===== src/rtl/fp_wb_arbiter.sv =====
// Round-robin arbiter for the FP register-file write port.
// Also holds the pending-write scoreboard used for issue hazard stalls.
module fp_wb_arbiter #(
  parameter int DATA_WIDTH = 64,
  parameter int ADDR_WIDTH = 6,
  parameter int NUM_REGS   = 32
) (
  input  logic                  Clk,
  input  logic                  Rst,
  input  logic                  req_FPU,
  input  logic [ADDR_WIDTH-1:0] addr_FPU,
  input  logic [DATA_WIDTH-1:0] data_FPU,
  output logic                  gnt_FPU,
  input  logic                  req_LSU,
  input  logic [ADDR_WIDTH-1:0] addr_LSU,
  input  logic [DATA_WIDTH-1:0] data_LSU,
  output logic                  gnt_LSU,
  input  logic                  req_MOV,
  input  logic [ADDR_WIDTH-1:0] addr_MOV,
  input  logic [DATA_WIDTH-1:0] data_MOV,
  output logic                  gnt_MOV,
  output logic                  wr_En,
  output logic [ADDR_WIDTH-1:0] wr_Addr,
  output logic [DATA_WIDTH-1:0] wr_Data,
  input  logic                  rsv_En,
  input  logic [ADDR_WIDTH-1:0] rsv_Addr,
  input  logic [ADDR_WIDTH-1:0] chk_AddrA,
  input  logic [ADDR_WIDTH-1:0] chk_AddrB,
  output logic                  busy_A,
  output logic                  busy_B,
  output logic [NUM_REGS-1:0]   busy_Mask,
  output logic                  addr_Err
);

  localparam int IDX_W = $clog2(NUM_REGS);
  localparam logic [ADDR_WIDTH-1:0] LIMIT = ADDR_WIDTH'(NUM_REGS);

  typedef enum logic [1:0] {
    LAST_FPU,
    LAST_LSU,
    LAST_MOV
  } last_e;

  last_e last_q, last_d;

  logic [2:0]            req;
  logic [2:0]            gnt;
  logic                  any_gnt;
  logic                  sel_ok;
  logic [ADDR_WIDTH-1:0] sel_addr;
  logic [DATA_WIDTH-1:0] sel_data;
  logic [NUM_REGS-1:0]   busy_q, busy_d;

  assign req = {req_MOV, req_LSU, req_FPU};

  // Search starts at the source after the last winner.
  always_comb begin
    gnt    = '0;
    last_d = last_q;
    if (!Rst) begin
      unique case (last_q)
        LAST_FPU: begin
          if (req[1])      gnt[1] = 1'b1;
          else if (req[2]) gnt[2] = 1'b1;
          else if (req[0]) gnt[0] = 1'b1;
        end
        LAST_LSU: begin
          if (req[2])      gnt[2] = 1'b1;
          else if (req[0]) gnt[0] = 1'b1;
          else if (req[1]) gnt[1] = 1'b1;
        end
        default: begin
          if (req[0])      gnt[0] = 1'b1;
          else if (req[1]) gnt[1] = 1'b1;
          else if (req[2]) gnt[2] = 1'b1;
        end
      endcase
    end
    unique case (1'b1)
      gnt[0]:  last_d = LAST_FPU;
      gnt[1]:  last_d = LAST_LSU;
      gnt[2]:  last_d = LAST_MOV;
      default: last_d = last_q;
    endcase
  end

  assign gnt_FPU = gnt[0];
  assign gnt_LSU = gnt[1];
  assign gnt_MOV = gnt[2];
  assign any_gnt = |gnt;

  always_comb begin
    sel_addr = '0;
    sel_data = '0;
    unique case (1'b1)
      gnt[0]: begin
        sel_addr = addr_FPU;
        sel_data = data_FPU;
      end
      gnt[1]: begin
        sel_addr = addr_LSU;
        sel_data = data_LSU;
      end
      gnt[2]: begin
        sel_addr = addr_MOV;
        sel_data = data_MOV;
      end
      default: ;
    endcase
  end

  assign sel_ok = sel_addr < LIMIT;

  // Reservation applied after the clear: the newer instruction owns the reg.
  always_comb begin
    busy_d = busy_q;
    if (any_gnt && sel_ok)
      busy_d[sel_addr[IDX_W-1:0]] = 1'b0;
    if (rsv_En && (rsv_Addr < LIMIT))
      busy_d[rsv_Addr[IDX_W-1:0]] = 1'b1;
  end

  always_ff @(posedge Clk) begin
    if (Rst) begin
      last_q   <= LAST_MOV;
      busy_q   <= '0;
      wr_En    <= 1'b0;
      wr_Addr  <= '0;
      wr_Data  <= '0;
      addr_Err <= 1'b0;
    end else begin
      last_q   <= last_d;
      busy_q   <= busy_d;
      wr_En    <= any_gnt & sel_ok;
      addr_Err <= any_gnt & ~sel_ok;
      if (any_gnt && sel_ok) begin
        wr_Addr <= sel_addr;
        wr_Data <= sel_data;
      end
    end
  end

  assign busy_Mask = busy_q;
  assign busy_A = (chk_AddrA < LIMIT) & busy_q[chk_AddrA[IDX_W-1:0]];
  assign busy_B = (chk_AddrB < LIMIT) & busy_q[chk_AddrB[IDX_W-1:0]];

endmodule

===== config.mk =====
export PLATFORM = sky130hd
export DESIGN_NAME = fp_wb_arbiter
export DESIGN_NICKNAME = d
export VERILOG_FILES = /design/src/rtl/fp_wb_arbiter.sv
export SDC_FILE = /design/constraint.sdc
export NUM_CORES = 1
export LEC_CHECK = 0
export BUFFER_PORTS_ARGS = -buffer_cell sky130_fd_sc_hd__buf_2
export CAP_MARGIN = 5
export CORE_AREA = 2 2 132 134
export CTS_BUF_LIST = sky130_fd_sc_hd__clkbuf_4
export CTS_CLUSTER_DIAMETER = 30
export DETAILED_ROUTE_END_ITERATION = 10
export DIE_AREA = 0 0 134 136
export GPL_TIMING_DRIVEN = 0
export MAX_ROUTING_LAYER = met4
export PLACE_DENSITY = 0.73
export RECOVER_POWER = 100
export SLEW_MARGIN = 40
export SYNTH_ARGS = -nofsm -noshare
export SYNTH_HDL_FRONTEND = slang
export SYNTH_SLANG_ARGS = --single-unit

===== constraint.sdc =====
create_clock -name Clk -period 4.2 [get_ports Clk]
set_clock_uncertainty 0.05 [all_clocks]
set_input_delay 0.21 -clock Clk [delete_from_list [all_inputs] [get_ports Clk]]
set_output_delay 0.21 -clock Clk [all_outputs]
set_load 0.03 [all_outputs]

==> results of run 1 <==
[power breakdown]
group	internal [mW]	switching (mW)	total (mW)
sequential	1.09	0.0489	1.14
clock	0.127	0.378	0.505
combinational	0.274	0.531	0.805
total	1.49	0.958	2.45
[state kept, by name, indices dropped and copies added (netlist names)]
name,flops
wr_Data,64
busy_Mask,32
wr_Addr,6
wr_En,1
last_q,2
addr_Err,1
[logic make-up after synthesis]
| logic type | share of synthesized area (%) |
|---|---|
| multiplexers | 8.24 |
| AND/OR/NAND/NOR | 16.9 |
| AO/OA/AOI/OAI | 32.4 |
| flip-flops | 37.2 |
| buffers and inverters | 5.28 |
[area by class of cell]
cell class,count,area (um2),share of cell area [%]
Multi-Input combinational cell,412,3070,39.9
Clock buffer,9,67.6,0.880
Clock inverter,6,50.0,0.652
Tap cell,225,282,3.67
Buffer,65,245,3.19
Sequential cell,106,2120,27.6
Timing Repair Buffer,363,1810,23.6
Antenna cell,9,22.5,0.293
Inverter,4,15.0,0.195
[path summary, 6_finish.rpt]
check | slack (ns) | start | depth (start not counted) | endpoint
worst min register to register | 0.44 | wr_Addr[5] | 1 | wr_Addr[5]
worst max-delay path | 0.51 | req_LSU | 9 | busy_Mask[28]
worst min-delay path | 0.05 | data_LSU[46] | 3 | wr_Data[46]
worst max register to register | 0.52 | last_q[1] | 6 | busy_Mask[28]
[layout by cell type (no fill, tap or decap), drive strengths merged, types with 2 or more instances in the layout]
cell,n
nor4,29
o21bai,15
nor2,116
nor3,3
mux2i,2
nand2,10
a211oi,80
clkbuf,182
dfxtp,106
a221oi,3
nand2b,5
and3,4
clkinv,2
mux4,20
nand3,6
diode,9
inv,7
o21ai,2
and2,5
dlygate4sd3,26
a32o,2
or2,2
o22ai,2
nor2b,7
a222oi,64
nand3b,2
a21oi,16
nor3b,7
buf,229
a32oi,3
[metal layers]
metal  share of wire, %  vias to the layer above
met1                 38                     3266
met2                 50                      384
li1                   -                     3126
met4                4.5                        0
met5                  0                        -
met3                7.9                       68
[per-stage QoR]
step | hold slack, ns | total power, mW | std cells | setup slack [ns] | instance area, um2
6_report | 0.0521 | 2.45 | 1199 | 0.512 | 7680
3_5_place_dp | 0.419 | 2.02 | 1149 | 1.34 | 7680
5_1_grt | 0.0169 | 2.57 | 1199 | 0.350 | 7680
2_1_floorplan | 0.333 | 1.70 | 587 | 2.03 | 5710
3_3_place_gp | 0.412 | 2.01 | 1149 | 1.33 | 7670
4_1_cts | 0.000327 | 2.54 | 1190 | 0.979 | 8060
[worst register-to-register path: stages (launching register included)]
cell,delay [ns]
sky130_fd_sc_hd__dfxtp_1,0.39
sky130_fd_sc_hd__nor3b_1,0.45
sky130_fd_sc_hd__nor4b_4,0.17
sky130_fd_sc_hd__a32oi_1,0.35
sky130_fd_sc_hd__o311ai_4,0.24
sky130_fd_sc_hd__nor4_1,1.56
sky130_fd_sc_hd__a211oi_1,0.24
==> impl_summary.log, run 1 <==
INFO  metric global_route.usage.met2 = 43.3%
INFO  metric clk-insertion-delay-late = 0.49 ns
INFO  metric layout-drive-gt1-share = 29.1%
INFO  metric grt_use_total = 25.5%
INFO  metric violated_checks = max-capacitance violations, max-slew violations
INFO  metric drt_pass1_iterations = 9
INFO  metric endpoint_kind = register
INFO  metric yosys-top-cells-area = sky130_fd_sc_hd__dfxtp_1, sky130_fd_sc_hd__a222oi_1, sky130_fd_sc_hd__a211oi_2, sky130_fd_sc_hd__mux4_2, sky130_fd_sc_hd__nor2_1
INFO  metric power_density = 319 nW/um2
INFO  metric layout.nets = 1195
INFO  metric boundaryPins = 343
INFO  metric power.leakage = 2.95 nW
INFO  metric synth.lib_cells_used.distinct = 41
INFO  metric syn2layout_area_growth = 34.6%
INFO  metric cts_tree = built
INFO  metric core_area = 16900 um2
INFO  metric grt_setup_unrepaired = no
INFO  metric critical_path.top_delay_family = simple AND/OR/NAND/NOR gates
INFO  metric number_of_buffers_created_by_cts = 9
INFO  metric crit_arrival = 3.90 ns
INFO  metric top_usage_layer = met2
INFO  metric final.setup.tns = 0 ns
INFO  metric antenna_found_initial = 9
INFO  metric die_extent_in_x = 134 um
INFO  metric grt_util_met3 = 3.88%
INFO  metric placement_rows = 48
INFO  metric hold_path_class = primary input to register
INFO  metric initial_utilization = 33.8%
INFO  metric drt_wl_total = 23.4 mm
INFO  metric crit_fanout = 9
INFO  metric outcome = finished, violations left
INFO  metric gp_congestion = 0.944
INFO  metric crit_path_cell_trace = dlygate4sd3_1 -> buf_2 -> nor2b_1 -> o22ai_1 -> and2_0 -> clkbuf_1 -> o311ai_4 -> nor4_1 -> a211oi_1
INFO  metric filler_cell_count = 1734
INFO  metric setup_viol_count_final = 0
INFO  metric antenna_left = 0
INFO  metric critical_path_required = 4.41 ns
INFO  metric post_synth_inst_count = 587
INFO  metric synthesis.yosys.warnings = 0
INFO  metric cts_setup_buffers = 0
INFO  metric initialDrtViolationCount = 762
INFO  metric portBuffers = 337
INFO  metric root_buffer = sky130_fd_sc_hd__clkbuf_4
INFO  metric grt_start_max_net_pins = 19
INFO  metric hpwl = 18.0 mm
INFO  metric synth.avg_cell_area = 9.72 um2
INFO  metric route.vias.total = 6844
INFO  metric fmax = 271 MHz
INFO  metric die_height = 136 um
INFO  metric timing_worst_slew_pin_value = 1.88 ns
INFO  metric report.final.hold_viol_count = 0
INFO  metric synth_top_area_share = 37.2%
INFO  metric avgViaCountPerCell = 5.71
INFO  metric synthArstFlopShare = 0%
INFO  metric wl_per_cell = 19.5 um
INFO  metric drc_violation_count_after_routing = 0
INFO  metric max_cap_violations = 1
INFO  metric cp_slowest_cell = sky130_fd_sc_hd__nor4_1
INFO  metric report.final.slew_viol_count = 9
INFO  metric ys_seq_elements = 106
INFO  metric cts_hold_buf = 26
INFO  metric vdd_ir_drop_max = 0.000160 V
INFO  metric cts_max_path_buffers = 2
INFO  metric synth_top_flop_cell = sky130_fd_sc_hd__dfxtp_1
INFO  metric worst-path-buf-inv = 3
INFO  metric grt_util_met1 = 29.2%
INFO  metric synth_commonest_cells = sky130_fd_sc_hd__nor2_1, sky130_fd_sc_hd__dfxtp_1, sky130_fd_sc_hd__a222oi_1
INFO  metric htreeDepth = 3
INFO  metric clkTransAtPathRegs = 0.19 ns
INFO  metric clock-sinks = 106
INFO  metric sequential_fraction_of_the_synthesis_area = 37.2%
INFO  metric die_footprint = 18200 um2
INFO  metric min_period_over_period = 87.8%
INFO  metric max_stage_delay = 1.56 ns
INFO  metric utilization = 45.5%
INFO  metric critical_path_class = primary input to register
INFO  metric yosysMostFrequentCell = sky130_fd_sc_hd__nor2_1
INFO  metric grt_first_pass_wirelength = 34.8 mm
INFO  metric synth_nets = 821
INFO  metric via_count_of_the_first_global_routing_pass = 6479
INFO  metric synth_area = 5710 um2
INFO  metric overflow = 0
INFO  metric synth_top_area_cell = sky130_fd_sc_hd__dfxtp_1
INFO  metric worstSetupStartpointType = primary input
INFO  metric post_synth_edffs = 0
INFO  metric cts_repair_resize_count = 0
INFO  metric timing.max_slew.rel_slack = -26.6%
INFO  metric post-route-min-period = 3.69 ns
Note: power is estimated with default switching activity, not from simulation.
==> run 2: changes to the inputs <==
- CELL_PAD_IN_SITES_DETAIL_PLACEMENT: unset -> 1
- CELL_PAD_IN_SITES_GLOBAL_PLACEMENT: unset -> 2
- CORE_AREA: 2 2 132 134 -> unset
- CORE_MARGIN: unset -> 2
- CORE_UTILIZATION: unset -> 27
- DIE_AREA: 0 0 134 136 -> unset
- PLACE_DENSITY: 0.73 -> 0.95
==> impl_summary.log, run 2 (same netlist as run 1, synthesis figures left out) <==
INFO  metric avgViaCountPerCell = 5.52 (was 5.71)
INFO  metric cp_slowest_cell = sky130_fd_sc_hd__nor4_1 (unchanged)
INFO  metric dp_worst_setup_slack = 1.01 ns (was 1.34 ns)
INFO  metric cts_repair_resize_count = 0 (unchanged)
INFO  metric fin_worst_hold_slack = 0.0610 ns (was 0.0521 ns)
INFO  metric number_of_buffers_created_by_cts = 9 (unchanged)
INFO  metric layout.cell_area.non_filler = 7770 um2 (was 7680 um2)
INFO  metric cts_hold_buf = 5 (was 26)
INFO  metric multi_input_area = 3260 um2 (was 3070 um2)
INFO  metric initialDrtViolationCount = 601 (was 762)
INFO  metric dpl-instance-area = 7750 um2 (was 7680 um2)
INFO  metric power_density = 329 nW/um2 (was 319 nW/um2)
INFO  metric setup_viol_count_final = 0 (unchanged)
INFO  metric layout.nets = 1174 (was 1195)
INFO  metric ff_latch_area = 2120 um2 (unchanged)
INFO  metric clkTransAtPathRegs = 0.18 ns (was 0.19 ns)
INFO  metric hpwl = 20.6 mm (was 18.0 mm)
INFO  metric gp_congestion = 0.883 (was 0.944)
INFO  metric crit_path_cell_trace = nor2b_1 -> o22ai_1 -> and2_0 -> clkbuf_1 -> o311ai_4 -> nor4_1 -> a211oi_1 (was dlygate4sd3_1 -> buf_2 -> nor2b_1 -> o22ai_1 -> and2_0 -> clkbuf_1 -> o311ai_4 -> nor4_1 -> a211oi_1)
INFO  metric clk-insertion-delay-late = 0.45 ns (was 0.49 ns)
INFO  metric drt_wl_total = 26.2 mm (was 23.4 mm)
INFO  metric reg2reg_from = last_q[0] (was last_q[1])
INFO  metric report.final.slew_viol_count = 9 (unchanged)
INFO  metric via_count_of_the_first_global_routing_pass = 6866 (was 6479)
INFO  metric die_footprint = 22300 um2 (was 18200 um2)
INFO  metric endpoint_kind = register (unchanged)
INFO  metric route.vias.total = 6745 (was 6844)
INFO  metric critical_path_required = 4.45 ns (was 4.41 ns)
INFO  metric die_extent_in_x = 149 um (was 134 um)
INFO  metric outcome = finished, violations left (unchanged)
INFO  metric drc_violation_count_after_routing = 0 (unchanged)
INFO  metric filler_cell_count = 2652 (was 1734)
INFO  metric portBuffers = 337 (unchanged)
INFO  metric root_buffer = sky130_fd_sc_hd__clkbuf_4 (unchanged)
INFO  metric max_stage_delay = 1.40 ns (was 1.56 ns)
INFO  metric critical_path_class = register to register (was primary input to register)
INFO  metric worst-r2r-cell-count = 7 (was 6)
INFO  metric boundaryPins = 343 (unchanged)
INFO  metric power = 2.55 mW (was 2.45 mW)
INFO  metric min_period_over_period = 82.0% (was 87.8%)
INFO  metric timing.max_slew.rel_slack = -12.2% (was -26.6%)
INFO  metric grt_start_max_net_pins = 18 (was 19)
INFO  metric fmax = 291 MHz (was 271 MHz)
INFO  metric placement_rows = 53 (was 48)
INFO  metric grt_use_total = 23.3% (was 25.5%)
INFO  metric initial_utilization = 27.3% (was 33.8%)
INFO  metric critical_path.reg2reg.endpoint = busy_Mask[24] (was busy_Mask[28])
INFO  metric clock-sinks = 106 (unchanged)
INFO  metric cts_setup_buffers = 0 (unchanged)
INFO  metric grt_setup_unrepaired = no (unchanged)
INFO  metric critical_path.top_delay_family = simple AND/OR/NAND/NOR gates (unchanged)
INFO  metric flip_flop_count_of_the_largest_register_after_layout = 64 (unchanged)
INFO  metric drt_pass1_iterations = 8 (was 9)
INFO  metric min_delay_path_depth = 3 (unchanged)
INFO  metric crit_fanout = 9 (unchanged)
INFO  metric syn2layout_area_growth = 36.1% (was 34.6%)
INFO  metric htreeDepth = 3 (unchanged)
INFO  metric grt_first_pass_wirelength = 38.5 mm (was 34.8 mm)
INFO  metric max_cap_violations = 1 (unchanged)
INFO  metric worstSetupStartpointType = register (was primary input)
INFO  metric cts_max_path_buffers = 2 (unchanged)
INFO  metric worst_hold_start = data_LSU[26] (was data_LSU[46])
INFO  metric registers.top_by_ff_count = wr_Data (unchanged)
INFO  metric report.final.hold_viol_count = 0 (unchanged)
INFO  metric die_height = 149 um (was 136 um)
INFO  metric violated_checks = max-capacitance violations, max-slew violations (unchanged)
INFO  metric vdd_ir_drop_max = 0.000126 V (was 0.000160 V)
INFO  metric antenna_left = 0 (unchanged)
INFO  metric layout_commonest_cell = sky130_fd_sc_hd__buf_2 (unchanged)
INFO  metric most-common-layout-cells = sky130_fd_sc_hd__buf_2, sky130_fd_sc_hd__clkbuf_1, sky130_fd_sc_hd__nor2_1, sky130_fd_sc_hd__dfxtp_1, sky130_fd_sc_hd__a222oi_1 (was sky130_fd_sc_hd__buf_2, sky130_fd_sc_hd__clkbuf_1, sky130_fd_sc_hd__nor2_1, sky130_fd_sc_hd__dfxtp_1, sky130_fd_sc_hd__a211oi_1)
INFO  metric final.setup.tns = 0 ns (unchanged)
INFO  metric worst-path-buf-inv = 1 (was 3)
INFO  metric post-route-min-period = 3.44 ns (was 3.69 ns)
INFO  metric min_to = wr_Data[26] (was wr_Data[46])
INFO  metric layout_setup_ws = 0.758 ns (was 0.512 ns)
INFO  metric wl_per_cell = 21.5 um (was 19.5 um)
INFO  metric power.leakage = 2.94 nW (was 2.95 nW)
INFO  metric crit_arrival = 3.69 ns (was 3.90 ns)
INFO  metric rrSetupSlack = 0.76 ns (was 0.52 ns)
INFO  metric timing_worst_slew_pin_value = 1.67 ns (was 1.88 ns)
INFO  metric hold_path_class = primary input to register (unchanged)
INFO  metric antenna_found_initial = 3 (was 9)
INFO  metric overflow = 0 (unchanged)
INFO  metric core_area = 20900 um2 (was 16900 um2)
INFO  metric cts_tree = built (unchanged)
INFO  metric layout-drive-gt1-share = 34.5% (was 29.1%)
-- run 2: worst register-to-register path: stages, from the launching register on --
cell,delay [ns]
sky130_fd_sc_hd__dfxtp_1,0.42
sky130_fd_sc_hd__nor2b_1,0.06
sky130_fd_sc_hd__o22ai_1,0.54
sky130_fd_sc_hd__and2_0,0.21
sky130_fd_sc_hd__clkbuf_1,0.24
sky130_fd_sc_hd__o311ai_4,0.20
sky130_fd_sc_hd__nor4_1,1.40
sky130_fd_sc_hd__a211oi_1,0.16
-- run 2: power by group --
group	total, mW	internal [mW]	switching (mW)
sequential	1.14	1.09	0.0474
clock	0.553	0.180	0.373
combinational	0.861	0.286	0.575
total	2.55	1.56	0.996
-- run 2: layout make-up --
class,count,area share [%]
multi-input cells,412,41.9
flip-flops and latches,106,27.3
repair buffers,342,20.6
well taps,275,4.43
plain buffers,65,3.66
clock buffers,9,0.870
clock inverters,7,0.870
inverters,4,0.193
diodes,3,0.0967
-- run 2: per-layer routing --
metal	wire, um	track usage (%)	vias up
met5	0	-	-
met4	812	8.38	0
met3	1750	3.88	46
met2	13300	39.6	322
met1	10400	27.7	3311
li1	-	-	3066
-- run 2: per-stage QoR --
step / utilization [%] / std cells
CTS: 38.0 / 1220
floorplan: - / 587
finish: 37.2 / 1223
global route: 37.2 / 1223
global placement: 37.0 / 1199
detailed placement: 37.1 / 1199
-- run 2: how the worst max path moves through the flow --
stage | from | endpoint | slack (ns) | depth (start not counted)
2_1_floorplan | chk_AddrA[0] | busy_A | 2.03 | 5
3_3_place_gp | last_q[1] | wr_Data[15] | 1.05 | 7
3_5_place_dp | req_LSU | wr_Data[16] | 1.01 | 9
4_1_cts | last_q[1] | wr_Data[16] | 1.00 | 7
5_1_grt | last_q[0] | busy_Mask[28] | 0.49 | 7
6_report | last_q[0] | busy_Mask[24] | 0.76 | 7
